**src/rtl/mmio_timer_pkg.sv**
```systemverilog
// Shared definitions for the memory-mapped timer: register offsets, bit positions
// and the CTRL flag layout.
package mmio_timer_pkg;

    localparam logic [1:0] REG_CTRL    = 2'd0;
    localparam logic [1:0] REG_COUNT   = 2'd1;
    localparam logic [1:0] REG_COMPARE = 2'd2;
    localparam logic [1:0] REG_STATUS  = 2'd3;

    localparam int CTRL_EN_BIT          = 0;
    localparam int CTRL_AUTO_RELOAD_BIT = 1;
    localparam int CTRL_IRQ_EN_BIT      = 2;
    localparam int CTRL_PRESCALE_LSB    = 16;

    localparam int STATUS_MATCH_BIT = 0;
    localparam int STATUS_OVF_BIT   = 1;

    // Single-bit CTRL fields; PRESCALE is held separately because its width is a parameter.
    typedef struct packed {
        logic irq_en;
        logic auto_reload;
        logic en;
    } ctrl_flags_t;

endpackage

```
**src/rtl/mmio_timer_slave_tick_prescaler.sv**
```systemverilog
// Prescaler for the timer: emits a one-cycle tick every PRESCALE+1 enabled cycles.
module tick_prescaler #(
    parameter int PRESCALE_WIDTH = 16
) (
    input  logic                      clk,
    input  logic                      rst_n,
    input  logic                      enable,
    input  logic                      clear,
    input  logic [PRESCALE_WIDTH-1:0] prescale,
    output logic                      tick
);

    logic [PRESCALE_WIDTH-1:0] pcnt;

    assign tick = enable && (pcnt == prescale);

    always_ff @(posedge clk or negedge rst_n) begin
        if (!rst_n) begin
            pcnt <= '0;
        end else if (clear || !enable || tick) begin
            pcnt <= '0;
        end else begin
            pcnt <= pcnt + 1'b1;
        end
    end

endmodule

```
**src/rtl/mmio_timer_slave.sv**
```systemverilog
// Timer/counter slave on the data-memory bus: CTRL/COUNT/COMPARE/STATUS registers,
// prescaled up-counter with compare, sticky MATCH/OVF flags and a level irq.
module mmio_timer_slave
    import mmio_timer_pkg::*;
#(
    parameter int DATA_WIDTH     = 32,
    parameter int PRESCALE_WIDTH = 16
) (
    input  logic                  clk,
    input  logic                  rst_n,
    input  logic [DATA_WIDTH-1:0] wd,
    input  logic [31:0]           address,
    input  logic                  we,
    input  logic                  hsel,
    output logic [DATA_WIDTH-1:0] rd,
    output logic                  irq
);

    // Bus protocol: no handshake. A write commits on the rising edge where we=1
    // (no stall, no response); a read is combinational while hsel=1 and has no
    // side effects. Only address[3:2] selects a register.

    ctrl_flags_t               ctrl;
    logic [PRESCALE_WIDTH-1:0] prescale;
    logic [DATA_WIDTH-1:0]     count;
    logic [DATA_WIDTH-1:0]     compare;
    logic                      match_flag;
    logic                      ovf_flag;

    logic [1:0] reg_sel;
    logic       wr_ctrl, wr_count, wr_compare, wr_status;
    logic       tick;
    logic       count_hit, count_max;
    logic       set_match, set_ovf;
    logic       clr_match, clr_ovf;
    logic       unused_addr_bits;

    assign reg_sel          = address[3:2];
    assign unused_addr_bits = ^{address[31:4], address[1:0]};

    assign wr_ctrl    = we && (reg_sel == REG_CTRL);
    assign wr_count   = we && (reg_sel == REG_COUNT);
    assign wr_compare = we && (reg_sel == REG_COMPARE);
    assign wr_status  = we && (reg_sel == REG_STATUS);

    tick_prescaler #(
        .PRESCALE_WIDTH(PRESCALE_WIDTH)
    ) u_prescaler (
        .clk     (clk),
        .rst_n   (rst_n),
        .enable  (ctrl.en),
        .clear   (wr_ctrl),
        .prescale(prescale),
        .tick    (tick)
    );

    assign count_hit = (count == compare);
    assign count_max = (count == {DATA_WIDTH{1'b1}});

    // A COUNT write in the same cycle suppresses the tick entirely, flags included.
    // Reload on match takes precedence over overflow at all-ones.
    assign set_match = tick && !wr_count && count_hit;
    assign set_ovf   = tick && !wr_count && count_max && !(count_hit && ctrl.auto_reload);

    assign clr_match = wr_status && wd[STATUS_MATCH_BIT];
    assign clr_ovf   = wr_status && wd[STATUS_OVF_BIT];

    always_ff @(posedge clk or negedge rst_n) begin
        if (!rst_n) begin
            ctrl     <= '0;
            prescale <= '0;
        end else if (wr_ctrl) begin
            ctrl.en          <= wd[CTRL_EN_BIT];
            ctrl.auto_reload <= wd[CTRL_AUTO_RELOAD_BIT];
            ctrl.irq_en      <= wd[CTRL_IRQ_EN_BIT];
            prescale         <= wd[CTRL_PRESCALE_LSB +: PRESCALE_WIDTH];
        end
    end

    always_ff @(posedge clk or negedge rst_n) begin
        if (!rst_n) begin
            count <= '0;
        end else if (wr_count) begin
            count <= wd;
        end else if (tick) begin
            if (count_hit && ctrl.auto_reload) begin
                count <= '0;
            end else begin
                count <= count + 1'b1;
            end
        end
    end

    always_ff @(posedge clk or negedge rst_n) begin
        if (!rst_n) begin
            compare <= '0;
        end else if (wr_compare) begin
            compare <= wd;
        end
    end

    // Set beats write-1-clear when both land on the same edge.
    always_ff @(posedge clk or negedge rst_n) begin
        if (!rst_n) begin
            match_flag <= 1'b0;
            ovf_flag   <= 1'b0;
        end else begin
            match_flag <= set_match || (match_flag && !clr_match);
            ovf_flag   <= set_ovf || (ovf_flag && !clr_ovf);
        end
    end

    assign irq = match_flag && ctrl.irq_en;

    always_comb begin
        rd = '0;
        if (hsel) begin
            case (reg_sel)
                REG_CTRL: begin
                    rd[CTRL_EN_BIT]                         = ctrl.en;
                    rd[CTRL_AUTO_RELOAD_BIT]                = ctrl.auto_reload;
                    rd[CTRL_IRQ_EN_BIT]                     = ctrl.irq_en;
                    rd[CTRL_PRESCALE_LSB +: PRESCALE_WIDTH] = prescale;
                end
                REG_COUNT:   rd = count;
                REG_COMPARE: rd = compare;
                default: begin
                    rd[STATUS_MATCH_BIT] = match_flag;
                    rd[STATUS_OVF_BIT]   = ovf_flag;
                end
            endcase
        end
    end

endmodule

```
**config.mk**
```make
export PLATFORM = sky130hd
export DESIGN_NAME = mmio_timer_slave
export DESIGN_NICKNAME = d
export VERILOG_FILES = /design/src/rtl/mmio_timer_pkg.sv /design/src/rtl/mmio_timer_slave_tick_prescaler.sv /design/src/rtl/mmio_timer_slave.sv
export SDC_FILE = /design/constraint.sdc
export NUM_CORES = 1
export LEC_CHECK = 0
export ABC_AREA = 1
export CORE_UTILIZATION = 45
export DETAILED_ROUTE_END_ITERATION = 10
export GPL_TIMING_DRIVEN = 0
export HOLD_SLACK_MARGIN = 0.05
export PLACE_DENSITY = 0.77
export SLEW_MARGIN = 10
export SYNTH_ARGS = -nofsm -noshare
export SYNTH_HDL_FRONTEND = slang
export SYNTH_SLANG_ARGS = --single-unit
```
**constraint.sdc**
```tcl
create_clock -name clk -period 2.8 [get_ports clk]
set_clock_uncertainty 0.2 [all_clocks]
set_input_delay 0.28 -clock clk [delete_from_list [all_inputs] [get_ports clk]]
set_output_delay 0.28 -clock clk [all_outputs]
set_load 0.005 [all_outputs]
```
==> summary.md <==
| Metric | Value |
|---|---|
| Clock transition time at the flip-flop clock pins of the worst setup and hold paths | 0.07 ns |
| Area of the core | 15200 sq um |
| Nets@finish | 1210 |
| Worst-Skew Late Latency | 0.36 ns |
| Syn_area_per_cell | 6.67 sq um |
| Total CTS buffers | 9 |
| Root Buffer Master | sky130_fd_sc_hd__clkbuf_16 |
| Detailed placement HPWL | 15200 um |
| All-Layer GR Usage | 0.261 |
| Global route total overflow | 0 |
| Via-to-Cell Ratio | 5.18 |
| Dominant cells by area after synthesis | sky130_fd_sc_hd__dfrtp_1, sky130_fd_sc_hd__nand2_1, sky130_fd_sc_hd__inv_1 |
| Nature of the critical path startpoint | input pin |
| Top-level port count | 101 |
| Post-Synthesis Net Count | 1126 |
| Total cell area at the placement stage | 7980 sq um |
| CTS sink count | 101 |
| Warning count from the yosys run | 0 |
| Class of the tightest hold or removal check | in -> async |
| Synth Register Bits | 101 |
| Library cell with the largest summed area after synthesis | sky130_fd_sc_hd__dfrtp_1 |
| Share of Yosys cell area claimed by the top area cell type | 0.360 |
| Main flop type after synthesis | sky130_fd_sc_hd__dfrtp_1 |
| Unrepaired setup endpoints after global routing | no |
| Top fanout value on the critical path | 10 |
| CP arrival | 2.04 ns |
| Number of instances in the placed design | 1311 |
| Worst vdd rail ir drop | 374 uV |
| H-tree depth | 3 |
| Standby leakage power | 4.18 nW |
| Non-filler cells in the finished layout | 1329 |
| Number of buffers on the longest clock path | 2 |
| Final weighted congestion in routability-driven placement | 0.937 |
| Number of global-route vias before repair | 6262 |
| Critical path class | in -> out |
| Die extent in x | 127 um |
| Post-route clock period utilization | 0.900 |
| Setup-violating endpoint count in the final report | 0 |
| Final worst-path setup slack | 0.279 ns |
| Area Growth Syn to Fin | 19.5% |
| Clock period minus final worst setup slack | 2.52 ns |
| Starting utilization of the core area | 0.461 |
| Count of input and output buffers | 70 |
| Number of synthesized flops with an enable pin | 0 |
| Slew @ Worst Pin | 0.582 ns |
| Cell class contributing the biggest share of worst-path delay | buffers and inverters |
| First-pass GRT wire length | 32400 um |
| FFs w/ async S/R, synth | 1.00 |
| Die span in y | 127 um |
| Footprint of the flip-flops and latches | 2530 sq um |
| Iteration-0 DRC count of the detailed router | 654 |
| Post-route cell area | 8380 sq um |
| Post-route DRC | 0 |
| List of cells traversed by the critical path | clkdlybuf4s50_1 -> inv_1 -> nor2_4 -> clkbuf_2 -> nand2_1 -> inv_1 -> clkdlybuf4s50_1 |
| Required time of the critical path | 2.32 ns |
| Maximum number of pins on one net before global-route repair | 82 |
| Fraction of final layout cells with drive strength greater than 1 | 0.0850 |
| Max_cap viols | 0 |
| Drt pass-1 iters | 7 |
| Diode count | 0 |
| Worst slew slack as a fraction of its limit | 0.612 |
| Number of fill cells in the layout | 1481 |
| Total Die Area | 16100 sq um |
| Site Rows | 45 |
| Post-route antenna net violation count | 0 |
| Overall via count from detail_route | 6880 |
| Wire length per cell | 15.0 um |
| Worst Hold Margin | 0.115 ns |
| Multi-input combinational cell area | 3630 sq um |
| Endpoint type of the worst setup path | output port |
| Combined area of all synthesized cells | 7020 sq um |
| Power consumption | 4.44 mW |
| Standard cell with the maximum stage delay on the critical path | sky130_fd_sc_hd__clkdlybuf4s50_1 |
| Routed WL | 19900 um |
| Slowest stage delay, CP | 0.55 ns |
| Sequential cell area fraction in the yosys report | 0.360 |
| Buffers and inverters on the worst path | 5 |
| Post-synthesis instance total | 1052 |
| Final hold vios | 0 |
| Final slew viol count | 0 |
| Pre-CTS setup slack | -0.382 ns |
| Maximum achievable frequency | 0.397 GHz |
| TritonCTS clock tree | done |
| Pwr/cell area | 530 nW/um^2 |
| Antenna violations before repair | 0 |
| Status | finished clean |
| Yosys cell types | 38 |
[through the flow]
| stage | setup TNS (ns) | util |
|---|---|---|
| 2_1_floorplan | 0 | - |
| 3_3_place_gp | -281.61 | 0.523 |
| 3_5_place_dp | -6.96 | 0.525 |
| 4_1_cts | 0 | 0.548 |
| 5_1_grt | 0 | 0.551 |
| 6_report | 0 | 0.551 |
[worst paths after layout]
kind | cells past startpoint | start | slack, ns | end
hold reg to reg | 2 | ovf_flag | 0.31 | ovf_flag
setup reg to reg | 9 | count[1] | 0.34 | ovf_flag
setup / recovery | 7 | hsel | 0.28 | rd[27]
max in group asynchronous | 3 | rst_n | 1.60 | u_prescaler.pcnt[5]
min in group clk | 2 | ovf_flag | 0.31 | ovf_flag
hold / removal | 2 | rst_n | 0.11 | compare[10]
[placed cells by master (no fill, tap or decap), types with 3 or more instances in the layout]
master	count
sky130_fd_sc_hd__buf_2	7
sky130_fd_sc_hd__clkbuf_16	9
sky130_fd_sc_hd__buf_6	12
sky130_fd_sc_hd__mux2_2	10
sky130_fd_sc_hd__nor3b_1	4
sky130_fd_sc_hd__inv_1	149
sky130_fd_sc_hd__a21oi_1	20
sky130_fd_sc_hd__inv_2	5
sky130_fd_sc_hd__clkdlybuf4s50_1	67
sky130_fd_sc_hd__xor2_1	24
sky130_fd_sc_hd__o211ai_1	14
sky130_fd_sc_hd__nor2_2	9
sky130_fd_sc_hd__nand2_2	4
sky130_fd_sc_hd__o21ai_0	43
sky130_fd_sc_hd__dfrtp_1	101
sky130_fd_sc_hd__ha_1	3
sky130_fd_sc_hd__nor2_1	65
sky130_fd_sc_hd__nor2_4	4
sky130_fd_sc_hd__nand4_1	7
sky130_fd_sc_hd__nand2_1	389
sky130_fd_sc_hd__buf_4	6
sky130_fd_sc_hd__clkbuf_2	10
sky130_fd_sc_hd__clkbuf_4	4
sky130_fd_sc_hd__nor3_1	15
sky130_fd_sc_hd__clkbuf_1	13
sky130_fd_sc_hd__xnor2_1	28
sky130_fd_sc_hd__nand3_1	85
[timing repair]
| item | in CTS | in global routing |
|---|---|---|
| setup endpoints to repair | 30 | 29 |
| hold buffers | 1 | 0 |
| cloned | 0 | 0 |
| setup buffers | 1 | 2 |
| resized for setup | 16 | 10 |
| pin swaps | 1 | 0 |
| hold endpoints to repair | 101 | 0 |
[per-layer routing]
layer | up-vias | share of wire | GRT usage
met2 | 299 | 0.43 | 0.396
met5 | - | 0 | 0
met3 | 37 | 0.086 | 0.0510
met4 | 0 | 0.024 | 0.0868
li1 | 3396 | - | -
met1 | 3148 | 0.46 | 0.372
[final cells by class]
type / instances / area share
Clock inverter: 4 / 0.00657
Buffer: 49 / 0.0375
Inverter: 157 / 0.0708
Timing Repair Buffer: 75 / 0.0915
Sequential cell: 101 / 0.302
Clock buffer: 12 / 0.0306
Multi-Input combinational cell: 743 / 0.433
Tap cell: 188 / 0.0281
[sequential cells by signal (all words and copies together) (netlist names)]
register          cells
compare              32
count                32
prescale             16
ovf_flag              1
match_flag            1
u_prescaler.pcnt     16
ctrl                  3
[cells by family (layout without fill, tap and decap cells)]
group	Yosys count	in the layout	synth area share
buf+inv	208	297	0.126
mux	10	10	0.0161
fa+ha+maj	6	6	0.0107
simple gates	593	593	0.357
compound gates	82	82	0.0649
xor+xnor	52	52	0.0649
flops	101	101	0.360
[synthesized netlist by cell type, types with 9 or more instances]
cell,n
sky130_fd_sc_hd__o211ai_1,14
sky130_fd_sc_hd__o21ai_0,43
sky130_fd_sc_hd__inv_1,151
sky130_fd_sc_hd__nor2_1,66
sky130_fd_sc_hd__buf_6,10
sky130_fd_sc_hd__xnor2_1,28
sky130_fd_sc_hd__nand2_1,389
sky130_fd_sc_hd__nand3_1,85
sky130_fd_sc_hd__dfrtp_1,101
sky130_fd_sc_hd__clkbuf_1,21
sky130_fd_sc_hd__a21oi_1,20
sky130_fd_sc_hd__nor2_2,9
sky130_fd_sc_hd__xor2_1,24
sky130_fd_sc_hd__nor3_1,15
sky130_fd_sc_hd__mux2_2,10
[power by group]
part	switching, mW	total [mW]	internal, mW
Sequential	0.218	1.88	1.66
Clock	0.599	1.35	0.748
Combinational	0.699	1.21	0.516
Total	1.52	4.44	2.92
Power figures use the tool's default switching activity.
